$ cat config.mk
export PLATFORM = sky130hd
export DESIGN_NAME = fp_normalize_round
export DESIGN_NICKNAME = d
export VERILOG_FILES = /design/src/rtl/fp_normalize_round.sv
export SDC_FILE = /design/constraint.sdc
export NUM_CORES = 1
export LEC_CHECK = 0
export CAP_MARGIN = 20
export CORE_ASPECT_RATIO = 0.7
export CORE_MARGIN = 2
export CORE_UTILIZATION = 45
export CTS_CLUSTER_DIAMETER = 40
export CTS_CLUSTER_SIZE = 8
export DETAILED_ROUTE_END_ITERATION = 10
export PLACE_DENSITY = 0.66
export SLEW_MARGIN = 20
export SYNTH_ARGS = -nofsm -noshare
export SYNTH_HDL_FRONTEND = slang
export SYNTH_SLANG_ARGS = --single-unit
$ cat constraint.sdc
create_clock -name CLK -period 26 [get_ports CLK]
set_input_delay 5.2 -clock CLK [delete_from_list [all_inputs] [get_ports CLK]]
set_output_delay 5.2 -clock CLK [all_outputs]
set_load 0.1 [all_outputs]
$ cat src/rtl/fp_normalize_round.sv
// rtl/fp_normalize_round.sv - binary32 normalize, round-to-nearest-even and pack stage
//
// Two-stage valid/ready pipeline placed after the add/sub mantissa datapath.
// S1 normalizes the incoming extended mantissa (carry right-shift or
// leading-zero left-shift) and registers it; S2 rounds, packs and holds the
// result registers that drive the outputs.
//
// Ports:
//   CLK, nRST             clock, synchronous active-low reset
//   in_valid/in_ready     upstream handshake
//   in_sign, in_exp       result sign, biased exponent of the larger operand
//   in_mant[27:0]         {carry, hidden, frac[22:0], guard, round, sticky}
//   out_valid/out_ready   downstream handshake
//   result                packed binary32
//   overflow, underflow   saturated to infinity / flushed to signed zero
//   inexact               nonzero bits discarded, or overflow/underflow
module fp_normalize_round (
    input  logic        CLK,
    input  logic        nRST,
    input  logic        in_valid,
    output logic        in_ready,
    input  logic        in_sign,
    input  logic [7:0]  in_exp,
    input  logic [27:0] in_mant,
    output logic        out_valid,
    input  logic        out_ready,
    output logic [31:0] result,
    output logic        overflow,
    output logic        underflow,
    output logic        inexact
);

    // Leading zeros of a 27-bit vector; an all-zero input never reaches the
    // shifter because the zero case is handled separately.
    function automatic logic [4:0] lzc27(input logic [26:0] v);
        logic [4:0] n;
        logic       done;
        n    = 5'd0;
        done = 1'b0;
        for (int i = 26; i >= 0; i--) begin
            if (!done) begin
                if (v[i]) done = 1'b1;
                else      n    = n + 5'd1;
            end
        end
        return n;
    endfunction

    // Pipeline control: each stage advances when it is empty or the stage
    // below it is moving, so two items can be held without a bubble.
    logic s1_valid;
    logic s2_valid;
    logic s2_adv;
    logic s1_adv;

    assign s2_adv    = !s2_valid || out_ready;
    assign s1_adv    = !s1_valid || s2_adv;
    assign in_ready  = s1_adv;
    assign out_valid = s2_valid;

    // ---------------- S1: normalization ----------------
    logic [4:0]        lz;
    logic [26:0]       norm_mant;
    logic signed [9:0] norm_exp;
    logic              in_zero;
    logic              in_uf;

    always_comb begin
        lz        = lzc27(in_mant[26:0]);
        norm_mant = '0;
        norm_exp  = '0;
        if (in_mant[27]) begin
            // The bit shifted out of the carry position folds into sticky.
            norm_mant = {in_mant[27:2], in_mant[1] | in_mant[0]};
            norm_exp  = $signed({2'b00, in_exp}) + 10'sd1;
        end else begin
            norm_mant = in_mant[26:0] << lz;
            norm_exp  = $signed({2'b00, in_exp}) - $signed({5'd0, lz});
        end
        in_zero = (in_mant == 28'd0);
        // A zero biased exponent marks a subnormal-range source; this stage
        // does not emit subnormals, so it flushes as well.
        in_uf   = !in_zero && ((norm_exp <= 10'sd0) || (in_exp == 8'd0));
    end

    logic              s1_sign;
    logic signed [9:0] s1_exp;
    logic [26:0]       s1_mant;
    logic              s1_zero;
    logic              s1_uf;

    always_ff @(posedge CLK) begin
        if (!nRST) begin
            s1_valid <= 1'b0;
        end else if (s1_adv) begin
            s1_valid <= in_valid;
        end
    end

    always_ff @(posedge CLK) begin
        if (s1_adv && in_valid) begin
            s1_sign <= in_sign;
            s1_exp  <= norm_exp;
            s1_mant <= norm_mant;
            s1_zero <= in_zero;
            s1_uf   <= in_uf;
        end
    end

    // ---------------- S2: round and pack ----------------
    logic              lsb_bit;
    logic              guard_bit;
    logic              round_bit;
    logic              sticky_bit;
    logic              round_up;
    logic [24:0]       sig_rnd;
    logic signed [9:0] exp_rnd;
    logic [22:0]       frac_rnd;
    logic [31:0]       pack_result;
    logic              pack_ovf;
    logic              pack_uf;
    logic              pack_inx;

    always_comb begin
        lsb_bit    = s1_mant[3];
        guard_bit  = s1_mant[2];
        round_bit  = s1_mant[1];
        sticky_bit = s1_mant[0];
        round_up   = guard_bit && (round_bit || sticky_bit || lsb_bit);
        sig_rnd    = {1'b0, s1_mant[26:3]} + {24'd0, round_up};
        // Carry out of the 24-bit significand: mantissa becomes 1.0, exponent bumps.
        exp_rnd    = sig_rnd[24] ? (s1_exp + 10'sd1) : s1_exp;
        frac_rnd   = sig_rnd[24] ? 23'd0 : sig_rnd[22:0];

        pack_result = 32'd0;
        pack_ovf    = 1'b0;
        pack_uf     = 1'b0;
        pack_inx    = 1'b0;
        if (s1_zero) begin
            pack_result = 32'd0;
        end else if (s1_uf) begin
            pack_result = {s1_sign, 31'd0};
            pack_uf     = 1'b1;
            pack_inx    = 1'b1;
        end else if (exp_rnd >= 10'sd255) begin
            pack_result = {s1_sign, 8'hFF, 23'd0};
            pack_ovf    = 1'b1;
            pack_inx    = 1'b1;
        end else begin
            pack_result = {s1_sign, exp_rnd[7:0], frac_rnd};
            pack_inx    = guard_bit || round_bit || sticky_bit;
        end
    end

    always_ff @(posedge CLK) begin
        if (!nRST) begin
            s2_valid  <= 1'b0;
            result    <= 32'd0;
            overflow  <= 1'b0;
            underflow <= 1'b0;
            inexact   <= 1'b0;
        end else if (s2_adv) begin
            s2_valid <= s1_valid;
            if (s1_valid) begin
                result    <= pack_result;
                overflow  <= pack_ovf;
                underflow <= pack_uf;
                inexact   <= pack_inx;
            end
        end
    end

endmodule
==> impl_results.md, run 1 <==
* Status: complete, no violations
* # hold bufs at CTS at 0
* Grt total ovfl at 0
* Minimum clock period at roughly 25 ns
* Most frequent cells in the layout: 131 x nand2_1, 95 x nor2_1, 78 x a21oi_1, 75 x clkdlybuf4s50_1, 57 x nor2b_1
* Fin. max-slew vios at 0
* Input/output buffers at 77
* Sequential fraction of the synthesis area at 23.66%
* Leak pwr at about 3.5 nW
* Fin util at a little over half
* Type of the most critical hold path: reg2reg
* CTS tree: done
* Crit path top cell by count: ha_1
* Die X at 165.4 um
* Post-Synthesis Cell Area at 0.008208 mm^2
* Actual slew at the worst max-slew pin at slightly above 1 ns
* Power per cell area at 41.58 mW/mm^2
* Maximum vdd drop at 0.00003861 V
* Setup TNS at 0 ns
* CP max stage cell: clkdlybuf4s50_1
* WL/cell at roughly 17 um
* Place WS at 1.033 ns
* Post-synth EDFFs at 40
* Initial antenna violation count at 0
* Gr usage total at 23.80%
* Number of max-cap violations at 0
* Chip Height at between 100 and 150 um
* Clk buf depth at 2
* Pin count of the biggest net entering global routing at 56
* Synth area leaders: edfxtp_1 15%, dfxtp_1 9.0%, nand2_1 6.0%
* Top-area cell type share of the netlist area at about 15%
* RePlAce Congestion at between 0.9 and 1
* Clock root buffer: clkbuf_16
* Startpoint types: primary input
* Placed cells at about 1300
* DRT Pass-1 Iters at 6
* N_diodes at 0
* # DRC at 0
* Core area at 0.01795 mm^2
* IO Count at 78
* R2r setup slk at roughly 21 ns
* PnR worst setup slack at about 1.2 ns
* # setup viols final at 0
* Req. time, crit path at 26.16 ns
* Sink Count at 77
* Hold_ws at roughly 0.51 ns
* DRT iter0 DRCs at ~860
* Final period util at 95.37%
* Initial Util at around 46%
* Final Skew at 0.006088 ns
* Crit-path max FO at 27
* Vias in the first global route at around 7000
* Die ar. at slightly below 0.02 mm^2
* Layout Nets at 1184
* Layout area overhead at 14.79%
* H-tree levels at 3
* CP endpoint kind: register
* Vias/cell at between 5 and 6
* Average instance area after synthesis at around 7.6 um^2
* Vias after detailed routing at about 8000
* Syn_nets at around 1200
* Antenna viol nets, final at 0
* Asr flop ratio synth at 0%
* Cells after Synth at between 1000 and 1500
* Max Fclk at between 40 and 50 MHz
* CP Class: in2reg
* Post-Route WL at ~23000 um
* Non-filler instance count after layout at around 1300
* Critical Path Max Stage Delay at 0.60 ns
* Yosys reg bits at slightly below 80
* Share of cells above drive strength 1 at ~6%
* CTS Buf Count at 9
* Top_reg_cell synth: edfxtp_1
* Worst-skew pair later-pin latency at roughly 0.34 ns
* Largest area contributor in the netlist: edfxtp_1
* Slew Limit Headroom at 30.67%
* Synth warn at 0
* Crit path DAT at between 20 and 25 ns
* DP Wirelength at about 18000 um
* Final count of hold timing violations at 0
* First-pass GRT wire length at between 30000 and 40000 um
* Std cell rows at 41
* Fillers at roughly 1700
* Synth cell types at 88
* Worst-path clk slew at about 0.06 ns
* Commonest non-fill, non-tap cell in the layout: nand2_1
==> path summary, 6_finish.rpt <==
check                            startpoint    endpoint  depth (start not counted)
worst max register to register   s1_mant[2]  result[20]                         19
worst min-delay path             result[30]  result[30]                          2
worst max-delay path            in_mant[25]       s1_uf                        104
worst min register to register   result[30]  result[30]                          2
==> power by group <==
part,switching (mW),internal [mW]
clock,0.0500,0.0844
sequential,0.00548,0.137
combinational,0.0730,0.0421
==> flip-flops by register name, indices dropped and copies added (netlist names) <==
register and cells:
inexact 1, out_valid 1, overflow 1, result 32, s1_exp 10, s1_mant 27, s1_sign 1, s1_uf 1
s1_valid 1, s1_zero 1, underflow 1
==> cell families (layout without fill, tap and decap cells) <==
family	Yosys count	after routing	synth area share (%)
flip-flops	77	77	23.66
multiplexers	38	38	4.741
AND/OR/NAND/NOR	464	464	28.69
AO/OA/AOI/OAI	275	275	22.18
buffers and inverters	101	138	5.076
adder cells (fa/ha/maj)	38	38	5.793
XOR/XNOR	83	83	9.863
==> timing repair <==
item,CTS,global route
buffers inserted,0,0
setup endpoints to repair,0,1
gates resized for setup,0,6
==> cell usage after synthesis, types with 4 or more instances <==
| cell type | number |
|---|---|
| clkbuf_1 | 46 |
| dfxtp_1 | 37 |
| xor2_1 | 24 |
| o22ai_1 | 4 |
| inv_1 | 34 |
| nor2b_1 | 57 |
| and3_1 | 18 |
| nand3b_1 | 4 |
| a31oi_1 | 7 |
| or3_1 | 12 |
| or4_1 | 4 |
| and2_1 | 10 |
| a211oi_1 | 5 |
| mux2_2 | 7 |
| nor3_1 | 32 |
| nand3_1 | 35 |
| a22o_1 | 5 |
| or2_2 | 5 |
| nor2_1 | 95 |
| buf_1 | 7 |
| edfxtp_1 | 40 |
| xnor2_1 | 54 |
| nor4b_1 | 4 |
| o211ai_1 | 18 |
| buf_2 | 9 |
| o21ai_1 | 8 |
| nand2_1 | 131 |
| o21a_1 | 5 |
| o31a_1 | 5 |
| nand2b_1 | 16 |
| nand4_1 | 16 |
| nor3b_1 | 5 |
| ha_1 | 34 |
| a22oi_1 | 28 |
| a211o_1 | 8 |
| o21ai_0 | 54 |
| a21oi_1 | 79 |
| mux2i_1 | 31 |
==> stage by stage <==
| stage | power, mW | cell area, um^2 |
|---|---|---|
| floorplan | 0.2261 | 8208 |
| global placement | 0.2563 | 9075 |
| detailed placement | 0.2568 | 9075 |
| CTS | 0.3913 | 9398 |
| global route | 0.4111 | 9422 |
| finish | 0.3917 | 9422 |
==> critical path, delay by kind of cell <==
family          cells  cell delay, ns
compound gates     26            4.19
xor+xnor            3            0.40
fa+ha+maj          26            7.79
buf+inv             7            1.29
mux                 7            1.38
simple gates       35            4.72
==> cell type report <==
class	count	area (um^2)	area share [%]
inverter	35	131.4	1.394
clock buffer	9	225.2	2.390
timing repair buffer	87	850.8	9.031
sequential	77	1942	20.61
multi-input combinational	898	5879	62.40
clock inverter	7	97.59	1.036
tap	236	295.3	3.134
==> per-layer routing <==
layer / GRT usage (%) / vias to the layer above / routed length, um
li1: - / 3967 / -
met1: 37.38 / 3727 / 11730
met2: 33.47 / 301 / 9229
met3: 5.250 / 24 / 1999
met4: 3.448 / 0 / 230
met5: 0 / - / 0
(Power assumes the default switching activity.)
==> run 2, diff against run 1 <==
==> constraint.sdc (replaced) <==
create_clock -name CLK -period 26 [get_ports CLK]
set_input_delay 6.5 -clock CLK [delete_from_list [all_inputs] [get_ports CLK]]
set_output_delay 6.5 -clock CLK [all_outputs]
set_load 0.1 [all_outputs]
==> run 2 against run 1 <==
Die area unchanged; clock power decreased by 20%; critical path type unchanged; cell count increased by 0.67%; register-to-register slack improved by 0.16 ns; first-iteration DRC count decreased by 2.1%.
==> impl_results.md, run 2 (synthesis gave the netlist of run 1 again) <==
* CTS tree: done
* Worst-skew pair later-pin latency at around 0.33 ns
* Chip Height at 117.0 um
* Largest register FFs at 32
* DRT iter0 DRCs at around 840
* Status: complete, no violations
* Crit-path max FO at 10
* CP max stage cell: xnor3_2
* R2r setup slk at 21.26 ns
* Crit path DAT at between 20 and 30 ns
* Die X at between 150 and 200 um
* N_diodes at 0
* Biggest regs: result x32, s1_mant x27, s1_exp x10
* FF/Latch Area at approximately 0.002 mm^2
* Power per cell area at 38.87 mW/mm^2
* Initial Util at between 40% and 50%
* Core area at 0.01795 mm^2
* DRT Pass-1 Iters at 6
* # DRC at 0
* Layout area overhead at 15.72%
* Depth of the worst hold-timing path at 2
* Hold wc startpoint: result[23]
* Fin. max-slew vios at 0
* Final period util at a little over nine tenths
* Maximum vdd drop at a little over 0.00003 V
* Final Skew at roughly 0.0044 ns
* IO Count at 78
* Clock root buffer: clkbuf_16
* Non-filler instance count after layout at roughly 1400
* Worst r2r dst: result[19]
* CTS Buf Count at 9
* First-pass GRT wire length at 36450 um
* Initial antenna violation count at 0
* Actual slew at the worst max-slew pin at ~1.0 ns
* Gr usage total at between 20% and 30%
* Vias in the first global route at roughly 6900
* Leak pwr at about 3.5 nW
* Max Fclk at roughly 40 MHz
* Layout Nets at around 1200
* Worst Hold Path EP: result[23]
* Share of cells above drive strength 1 at under 10%
* Commonest non-fill, non-tap cell in the layout: nand2_1
* Req. time, crit path at about 26 ns
* Startpoint types: primary input
* Input/output buffers at 77
* Pin count of the biggest net entering global routing at 56
* CP Class: in2reg
* H-tree levels at 3
* # hold bufs at CTS at 0
* Power Total at approximately 0.37 mW
* Worst-path clk slew at ~0.050 ns
* Placed cells at approximately 1300
* Critical Path Max Stage Delay at 0.54 ns
* Multi-input gate area at 0.005962 mm^2
* Post-Route WL at ~23000 um
* DP Wirelength at between 15000 and 20000 um
* CP endpoint kind: register
* Sink Count at slightly below 80
* Worst reg2reg startpoint: s1_mant[2]
* # setup viols final at 0
* Vias after detailed routing at between 8000 and 9000
* Vias/cell at 5.999
* WL/cell at ~17 um
* Std cell rows at a little over 40
* Final count of hold timing violations at 0
* Minimum clock period at 25.08 ns
* Crit path top cell by count: ha_1
* Most frequent cells in the layout: 130 x nand2_1, 93 x nor2_1, 75 x a21oi_1, 75 x clkdlybuf4s50_1, 55 x nor2b_1
* Antenna viol nets, final at 0
* Top reg by flops: result
* Die ar. at ~0.019 mm^2
* RePlAce Congestion at ~0.9
* FF-to-FF path depth at 19
* Number of max-cap violations at 0
* Fillers at ~1700
* Grt total ovfl at 0
* Type of the most critical hold path: reg2reg
* Clk buf depth at 2
* Slew Limit Headroom at about a third
run 2: through the flow:
step	TNS [ns]	hold WS, ns	utilization, %	worst slack [ns]	instance area (um^2)
5_1_grt	-0.1204	0.5379	52.90	-0.1204	9498
3_3_place_gp	0	0.4920	50.63	0.7868	9090
2_1_floorplan	0	0.4855	-	1.703	8208
3_5_place_dp	-0.006578	0.5000	50.63	-0.006578	9090
4_1_cts	0	0.5149	52.03	0.2907	9343
6_report	0	0.5098	52.90	0.9171	9498
run 2: worst max-delay path by stage:
stage | start | endpoint | slack [ns] | cells past startpoint
floorplan | in_mant[26] | s1_uf | 1.70 | 105
global placement | in_mant[25] | s1_uf | 0.79 | 103
detailed placement | in_mant[25] | s1_uf | -0.007 | 103
CTS | in_mant[25] | s1_uf | 0.29 | 103
global route | in_mant[26] | s1_uf | -0.12 | 104
finish | in_mant[26] | s1_uf | 0.92 | 100
run 2: what timing repair did:
action                                 4_1_cts  5_1_grt
setup endpoints to repair                    0       34
setup buffers                                0        7
endpoints found under the hold margin        0        0
resized for setup                            0       28
run 2: worst max-delay path, delay by kind of cell:
kind | cells | cell delay [ns]
adders and majority gates | 25 | 7.29
and+or+nand+nor | 32 | 4.15
AOI/OAI and AO/OA | 25 | 3.68
muxes | 8 | 1.56
xor gates and xnor gates | 5 | 1.23
buffers and inverters | 5 | 0.85
run 2: area by class of cell:
type	count	area share, %
Tap cell	236	3.109
Clock inverter	3	0.1317
Timing Repair Buffer	96	9.630
Sequential cell	77	20.45
Inverter	35	1.383
Clock buffer	13	2.529
Multi-Input combinational cell	898	62.77
run 2: where the power goes:
| part | switching, mW | total [mW] | internal, mW |
|---|---|---|---|
| combinational | 0.0749 | 0.120 | 0.0447 |
| sequential | 0.00541 | 0.142 | 0.137 |
| clock | 0.0434 | 0.107 | 0.0638 |
run 2: metal layers:
| layer | track usage, % | part of all wire, % |
|---|---|---|
| met1 | 37.26 | 52 |
| met2 | 33.69 | 41 |
| met3 | 4.545 | 7.3 |
| met4 | 2.759 | 0.42 |
| met5 | 0 | 0 |
